--- src/rtl/mantissa_compare_seq.sv ---
// Sequential MSB-first magnitude comparator for unpacked "1.M" mantissas.
// One D-bit chunk per cycle; stops at the first differing chunk.
module mantissa_compare_seq #(
  parameter int unsigned M = 24,
  parameter int unsigned D = 8
) (
  input  logic         clk,
  input  logic         rst_n,
  input  logic         in_valid,
  output logic         in_ready,
  input  logic [M-1:0] Mx,
  input  logic [M-1:0] My,
  output logic         out_valid,
  input  logic         out_ready,
  output logic         Mx_greater_than_My,
  output logic         Mx_equal_My,
  output logic         busy
);

  localparam int unsigned N  = (M + D - 1) / D;
  localparam int unsigned P  = N * D;
  localparam int unsigned IW = (N > 1) ? $clog2(N) : 1;

  typedef enum logic [1:0] {StIdle, StRun, StDone} state_e;

  state_e          r_state;
  logic [IW-1:0]   r_idx;
  logic [P-1:0]    r_x;
  logic [P-1:0]    r_y;
  logic            r_gt;
  logic            r_eq;

  logic [P-1:0]    w_x_pad;
  logic [P-1:0]    w_y_pad;
  logic [D-1:0]    w_x_chunk;
  logic [D-1:0]    w_y_chunk;

  // Zero padding on the LSB side keeps the MSB alignment of both operands.
  assign w_x_pad = P'(Mx) << (P - M);
  assign w_y_pad = P'(My) << (P - M);

  // Operands shift left as chunks match, so the active chunk is always on top.
  assign w_x_chunk = r_x[P-1 -: D];
  assign w_y_chunk = r_y[P-1 -: D];

  always_ff @(posedge clk) begin
    if (!rst_n) begin
      r_state <= StIdle;
      r_idx   <= '0;
      r_x     <= '0;
      r_y     <= '0;
      r_gt    <= 1'b0;
      r_eq    <= 1'b0;
    end else begin
      case (r_state)
        StIdle: begin
          if (in_valid) begin
            r_x     <= w_x_pad;
            r_y     <= w_y_pad;
            r_idx   <= IW'(N - 1);
            r_state <= StRun;
          end
        end
        StRun: begin
          if (w_x_chunk > w_y_chunk) begin
            r_gt    <= 1'b1;
            r_eq    <= 1'b0;
            r_state <= StDone;
          end else if (w_x_chunk != w_y_chunk) begin
            r_gt    <= 1'b0;
            r_eq    <= 1'b0;
            r_state <= StDone;
          end else if (r_idx == '0) begin
            r_gt    <= 1'b0;
            r_eq    <= 1'b1;
            r_state <= StDone;
          end else begin
            r_idx <= r_idx - 1'b1;
            r_x   <= r_x << D;
            r_y   <= r_y << D;
          end
        end
        StDone: begin
          if (out_ready) begin
            r_state <= StIdle;
          end
        end
        default: r_state <= StIdle;
      endcase
    end
  end

  assign in_ready           = (r_state == StIdle);
  assign busy               = (r_state != StIdle);
  assign out_valid          = (r_state == StDone);
  assign Mx_greater_than_My = r_gt;
  assign Mx_equal_My        = r_eq;

endmodule

--- config.mk ---
export PLATFORM = sky130hd
export DESIGN_NAME = mantissa_compare_seq
export DESIGN_NICKNAME = d
export VERILOG_FILES = /design/src/rtl/mantissa_compare_seq.sv
export SDC_FILE = /design/constraint.sdc
export NUM_CORES = 1
export LEC_CHECK = 0
export ABC_AREA = 1
export ABC_CLOCK_PERIOD_IN_PS = 3100
export CORE_ASPECT_RATIO = 0.6
export CORE_UTILIZATION = 54
export CTS_CLUSTER_DIAMETER = 200
export DETAILED_ROUTE_END_ITERATION = 12
export PLACE_DENSITY = 0.81
export SYNTH_ARGS = -nofsm -noshare
export SYNTH_HDL_FRONTEND = slang
export SYNTH_SLANG_ARGS = --single-unit
--- constraint.sdc ---
create_clock -name clk -period 3.1 [get_ports clk]
set_input_delay 0.465 -clock clk [delete_from_list [all_inputs] [get_ports clk]]
set_output_delay 0.465 -clock clk [all_outputs]
set_load 0.005 [all_outputs]
# ---- Word level (Yosys, flattened, before mapping)
# Cells that the tools add are included.
dict set report totals {
  register_bits 54
  inputBits 52
  out_inout_bits 5
}
dict set report op_classes {
  add_sub_neg 1
  order_cmp 1
  n_eq_ne 9
  n_mux 27
  n_reduce_logical 8
}
# op n
set ops {}
lappend ops {{2-to-1 mux 24 bit} 8}
lappend ops {{case mux 24 bit (2 select lines)} 2}
lappend ops {{2-to-1 mux 2 bit} 9}
lappend ops {{> comparator 8 bit} 1}
lappend ops {{!= test 2 bit (second input constant)} 4}
lappend ops {{!= test 8 bit} 1}
lappend ops {{2-to-1 mux 1 bit} 6}
lappend ops {{case mux 2 bit (3 select lines)} 1}
lappend ops {{AND reduction 5 bit} 1}
lappend ops {{zero test 2 bit} 2}
lappend ops {{!= test 4 bit (second input constant)} 1}
lappend ops {{case mux 2 bit (2 select lines)} 1}
lappend ops {{nonzero test 2 bit} 2}
lappend ops {{AND reduction 3 bit} 1}
lappend ops {{nonzero test 3 bit} 1}
lappend ops {{equality test 2 x 1 -> 1 bit (second input constant)} 1}
lappend ops {{equality test 2 bit (second input constant)} 1}
lappend ops {{!= test 2 x 1 -> 1 bit (second input constant)} 1}
lappend ops {{AND reduction 2 bit} 1}
lappend ops {{subtractor 2 x 1 -> 2 bit (second input constant)} 1}

# ---- Longest topological paths before layout
dict set report depth {
  word_depth 5
  ltp_mapped 11
  mapped_depth_nobuf 11
}

# ---- Worst setup path before layout
# Ideal clock, no wire load.
dict set report synth_path {
  path_kind {flip-flop to flip-flop}
  startpoint {register r_y[23]}
  endpoint {register r_x[18]}
  setup_time_ns 0.116
  arrival_ns 1.375
  t_required_ns 2.984
  path_slack_ns 1.609
  path_stages_with_launch 11
  synth_period_minus_slack_ns 1.491
  cell_sequence {dfxtp_1 inv_1 ha_1 nand2_1 nor2_2 nand3_2 nand2_4 inv_4 buf_6 nor2_1 nor2_1}
}
dict set report synth_via {
  elab_chain_cells 3
  elab_cells_between_ends 5
  classes_between {1 x order compare; 3 x eq/ne; 1 x reduce/logical}
}
# item line_no
set synth_lines {}
lappend synth_lines {{start, declared} 29} ;# logic [P-1:0] r_y;
lappend synth_lines {{start signal, assigned} 59} ;# r_y <= w_y_pad;
lappend synth_lines {{start signal, assigned} 80} ;# r_y <= r_y << D;
lappend synth_lines {{> comparator 8 bit / != test 8 bit (equally long branches)} {65, 69}}
lappend synth_lines {{!= test 2 bit (no source line)} -}
lappend synth_lines {{AND reduction 5 bit (no source line) (*)} -}
lappend synth_lines {{end signal, assigned} 58} ;# r_x <= w_x_pad;
lappend synth_lines {{end signal, assigned} 79} ;# r_x <= r_x << D;
lappend synth_lines {{end, declared} 28} ;# logic [P-1:0] r_x;
# Every way passes the cells marked *; elsewhere a longest branch is shown, timed or not.
# A chain may end at the register's enable or synchronous reset.

# ---- Final worst setup path
dict set report layout_path {
  startpoint {register r_y[22]}
  endpoint {register r_x[19]}
}
# The elaborated chain is that of the path after synthesis.

==> metrics.md <==
| Metric | Value |
|---|---|
| Status | complete, no violations |
| Clock Pin Slew Worst Setup and Hold Paths | 90 ps |
| CTS H-tree depth | 2 |
| Main synth FF type | dfxtp_1 |
| Max VDD drop | 0.259 mV |
| DRT Pass-1 Iters | 5 |
| Finished Core Util | 0.693 |
| Vias in the first global route | 2230 |
| Final setup viols | 0 |
| Hold Vio Cnt, Final | 0 |
| Floorplan die width | 91.4 um |
| N_diodes | 0 |
| Initial Utilization | 0.564 |
| Final WL | 6000 um |
| Synth warn | 0 |
| Worst Hold Class | flop to flop |
| PortBufs | 56 |
| Clock skew | 6.08 ps |
| Post-synth top cells | nand2_1, nor2_1, dfxtp_1 |
| Clock root buffer master | clkbuf_8 |
| Crit path DAT | 2320 ps |
| Cts hold-fix bufs | 0 |
| Worst Path Max Fanout | 51 |
| NetSw | 0.438 mW |
| Pleak | 1.45 nW |
| Die area | 5080 um^2 |
| Routability cong. | 0.850 |
| Startpoint Class | flop |
| Post-synthesis sequential area ratio | 0.418 |
| Cells after Synth | 388 |
| Clk buf depth | 2 |
| Worst relative slew slack | 0.548 |
| Distinct cell type count after synthesis | 22 |
| Largest net degree at the start of global routing | 52 |
| Syn Nets | 449 |
| Worst Reg-to-Reg Cells | 9 |
| CTS tree | done |
| Power Total | 1.50 mW |
| Met1 Use GR | 0.341 |
| Synth area leaders | dfxtp_1, nand2_1, nor2_1 |
| Post-detailed-route count of antenna-violating nets | 0 |
| P_int | 1.06 mW |
| Share of the synthesized area in the top cell type | 0.418 |
| Max_cap viols | 0 |
| Area grow syn2layout | 22.9% |
| CTS sink count | 54 |
| Hold path depth | 2 |
| Vias/cell | 4.94 |
| Row Count | 19 |
| Crit. End Element | flop |
| GR Util met2 | 0.407 |
| First-pass GRT wire length | 10200 um |
| Share of cells above drive strength 1 | 0.0370 |
| Pwr Density | 471 nW/um^2 |
| Top-count cell post-synth | nand2_1 |
| Drt drc | 0 |
| Fmax achieved | 472 MHz |
| Num ports | 57 |
| WL per Instance | 12.1 um |
| Core Region | 4590 um^2 |
| Fin crit period | 2120 ps |
| Slew @ Worst Pin | 673 ps |
| RSZ-0062 raised after global routing | false |
| Iter 0 DRT Violations | 136 |
| Die Y | 55.6 um |
| Reg2reg setup slack | 980 ps |
| Final worst path period share | 0.683 |
| Number of flops mapped to enable cells by yosys | 0 |
| Sw frac | 0.292 |
| Synth async-reset ratio | 0 |
| Synth area leader | dfxtp_1 |
| Final Max Tran Viols | 0 |
| Net count, final | 494 |
| Antenna violations before repair | 0 |
| Final TNS setup | 0 ps |
| Mapped Area | 2590 um^2 |
| WP data required | 3310 ps |
| Setup CP Type | flop to flop |
| Setup WS post-layout | 982 ps |
| GRT overflow | 0 |
| Most Used Layer, Global Route | met2 |
| Skew-Pair Late Insertion Delay | 310 ps |
| Mapped Avg Cell Area | 6.67 um^2 |
| Setup bufs post-CTS | 0 |
| CTS buffer count | 5 |
| Post-DP HPWL | 4190 um |
| Comb power frac | 0.227 |
| #FFs+latches synth | 54 |
| Sequential share of power | 0.525 |
| Via count | 2449 |
| Clock power frac | 0.248 |
| Dpl ws | 1020 ps |
| Gr usage total | 0.252 |
| Post_cts resized | 0 |
| M3 GR Usage | 0.0519 |
per-layer routing:
metal,vias to the layer above,share of wire
met1,1085,0.48
li1,1284,-
met5,-,0
met3,9,0.059
met4,0,0.013
met2,71,0.45
final timing paths:
path | from | end
hold reg to reg | r_x[5] | r_x[5]
hold / removal | r_x[5] | r_x[5]
setup reg to reg | r_y[22] | r_x[19]
setup / recovery | r_y[22] | r_x[19]
area by class of cell:
cell class                 count  area [um^2]
fill                         393         1410
multi-input combinational    283         1250
sequential                    54         1080
timing repair buffer          58          576
inverter                      31          119
tap                           63         78.8
clock buffer                   7         76.3
power by group through the flow:
stage	clock network, mW	registers, mW	logic (mW)
finish	0.372	0.787	0.340
global route	0.412	0.795	0.385
CTS	0.378	0.787	0.340
detailed placement	0	0.802	0.337
global placement	0	0.800	0.327
floorplan	0	0.792	0.230
cells by family after synthesis:
logic type	after synthesis	synth area share
flip-flops	54	0.418
buffers and inverters	51	0.0991
adder cells (fa/ha/maj)	9	0.0435
AO/OA/AOI/OAI	66	0.129
AND/OR/NAND/NOR	208	0.311
cell usage in the layout (no fill, tap or decap), types with 2 or more instances in the layout:
master and instances:
nand2_1 129, nor2_1 72, clkdlybuf4s50_1 56, dfxtp_1 54, o21ai_0 34, inv_1 27, a21oi_1 22, o21ai_1 9
ha_1 9, clkbuf_8 5, nor2_2 3, inv_2 2, clkbuf_1 2, buf_4 2
metrics by stage:
step / instance area, um^2 / hold WS (ps) / cells
3_3_place_gp: 3110 / 452 / 489
4_1_cts: 3180 / 470 / 496
3_5_place_dp: 3110 / 458 / 489
5_1_grt: 3180 / 497 / 496
6_report: 3180 / 469 / 496
2_1_floorplan: 2590 / 439 / 388
critical path, stage by stage, from the launching register on:
cell and delay (ps):
dfxtp_1 370, inv_1 80, ha_1 280, nand2_1 80
nor2_2 210, nand3_2 120, nand2_4 300, inv_4 270
nor2_1 210, nor2_1 70
flip-flops by register name, summed over array words and instances (netlist names):
register and count:
Mx_equal_My 1, r_idx 2, r_state 2, r_x 24, Mx_greater_than_My 1, r_y 24
Power figures use the tool's default switching activity.
==> variant (same flow settings) <==
The 3 states of `state_e` get a one-hot encoding in 3 bits.
--- a/src/rtl/mantissa_compare_seq.sv
+++ b/src/rtl/mantissa_compare_seq.sv
@@ -22,5 +22,5 @@
   localparam int unsigned IW = (N > 1) ? $clog2(N) : 1;
 
-  typedef enum logic [1:0] {StIdle, StRun, StDone} state_e;
+  typedef enum logic [2:0] {StIdle = 3'b001, StRun = 3'b010, StDone = 3'b100} state_e;
 
   state_e          r_state;
Formal check against the unedited RTL: same outputs for any inputs over 10 cycles, from zero or initial values and one cycle with rst_n low; not proved beyond that.
==> variant against the unedited design <==
  * Critical path depth decreased by 5
  * Area after synthesis increased by 11%
  * Worst setup slack got worse by 0.23 ns
  * Wire length increased by 9.1%
  * Sequential cell count increased by 1
  * Largest cell class unchanged
  * Die area increased by 11%
  * Cell area increased by 9.8%
  * Critical endpoint is now in_ready
  * Clock skew increased by 0.0014 ns
  * Hold slack got worse by 0.00079 ns
Power is not compared: it rests on default switching activity, and its combinational part moved more than twofold at a synthesized area within 25%.
==> variant: results (changes against the unedited design) <==
Parameter                              Value

STA
  Skew final    0.00746 ns (+0.00138 ns)
  Worst slew margin    61.9% (+7.1 points)

Global routing
  Met2 track demand over resource in global routing    39.3% (-1.4 points)
  Vias in the first global route    2412 (+8.2%)
  Met3 Usage GRT    5.43% (+0.24 points)
  GRT met1 Usage    35.8% (+1.8 points)
  Wire length of the first global-routing pass    11.0 mm (+8.0%)
  Overall fraction of global-route tracks in use    25.3% (+0.15 points)
  Largest net degree at the start of global routing    51 (-1.9%)

Layout
  Regs by FF count    r_x x24, r_y x24, r_state x3
  Proportion of layout cells with a drive suffix above 1    12.0% (+8.3 points)
  Signal inverters    25 (-19%)
  Multi-input gate count    295 (+4.2%)
  Multi-input logic area    1490 sq um (+19%)
  Fillers    466 (+19%)
  Clock-cell share of area    3.37% (+0.97 points)
  Data-path buffer share of cell area in the final layout    17.3% (-0.83 points)
  Final nets    503 (+1.8%)
  Final-layout clock buffer total    6 (-1)
  Sequential cell count    55 (+1.9%)
  Number of buffers other than clock buffers in the final layout    60 (+3.4%)
  Fraction of area in registers    31.5% (-2.5 points)

Yosys
  Leading post-synthesis cells by instance count    153 x sky130_fd_sc_hd__nand2_1, 55 x sky130_fd_sc_hd__dfxtp_1, 37 x sky130_fd_sc_hd__a21oi_1, 35 x sky130_fd_sc_hd__nand3_1
  Share of the yosys chip area belonging to registers    38.3% (-3.5 points)
  Total nets after synthesis    463 (+3.1%)
  Top cells by area, synth    sky130_fd_sc_hd__dfxtp_1 38%, sky130_fd_sc_hd__nand2_1 20%, sky130_fd_sc_hd__a21oi_1 6.4%
  Yosys cell types    23 (+4.5%)

Critical path
  Largest fanout of any net on the critical path    17 (-67%)
  Top Family by Delay on Critical Path    buffers and inverters
  Data arrival time at the worst-slack endpoint    1.89 ns (-0.43 ns)
  Slowest stage delay, CP    0.59 ns (+0.22 ns)
  Slowest cell on the critical path    sky130_fd_sc_hd__clkdlybuf4s50_1

Routing
  Length of routed met3 wiring    354 microns (+0.28%)
  Routed wire length on met2    2.85 mm (+6.6%)
  Total length of routed wires    6.55 mm (+9.1%)
  Total number of vias    2681 (+9.5%)
  First-pass iteration count of the detailed router    6 (+1)

Place
  Routability cong.    0.832 (-2.1%)
  Placed cell area    3380 sq um (+8.7%)
  Post-detailed-placement half-perimeter wirelength    4.67 mm (+11%)

CTS
  Number of buffers on the longest clock path    2 (unchanged)
  Clock input transition at the sequential cells of the worst setup and hold paths    0.10 ns
  Gates resized, CTS repair    0 (unchanged)

Outcome
  Outcome    finished clean

Min path
  Worst Hold Class    reg2reg

Floorplanning
  Area of the die    5630 sq um (+11%)

Pwr
  Power share of the clock group    18.9%
variant: cell count changes after synthesis, sizes merged, moves of 6 or more:
cell / change
a21oi: +34
buf: +6
inv: -6
nand2: +35
nand3: +36
nand4: +17
nor2: -69
o21ai: -43
variant: final timing paths:
| check | startpoint | endpoint | slack [ns] | cells after the start |
|---|---|---|---|---|
| setup / recovery | r_state[1] | in_ready | 0.75 | 4 |
| hold / removal | r_y[5] | r_y[5] | 0.47 | 2 |
| setup reg to reg | r_state[0] | r_y[0] | 0.88 | 7 |
| hold reg to reg | r_y[5] | r_y[5] | 0.47 | 2 |
variant: through the flow:
stage               cells  utilization (%)  worst slack (ns)
floorplan             402                -              1.54
global placement      501             66.1             0.923
detailed placement    501             66.1             0.879
CTS                   509             68.4             0.739
global route          509             68.4             0.601
finish                509             68.4             0.749
variant: kinds of logic after synthesis:
family | synth area share (%)
AOI/OAI and AO/OA | 12.5
adders and majority gates | 3.91
and+or+nand+nor | 35.5
DFF | 38.3
buffers and inverters | 9.83
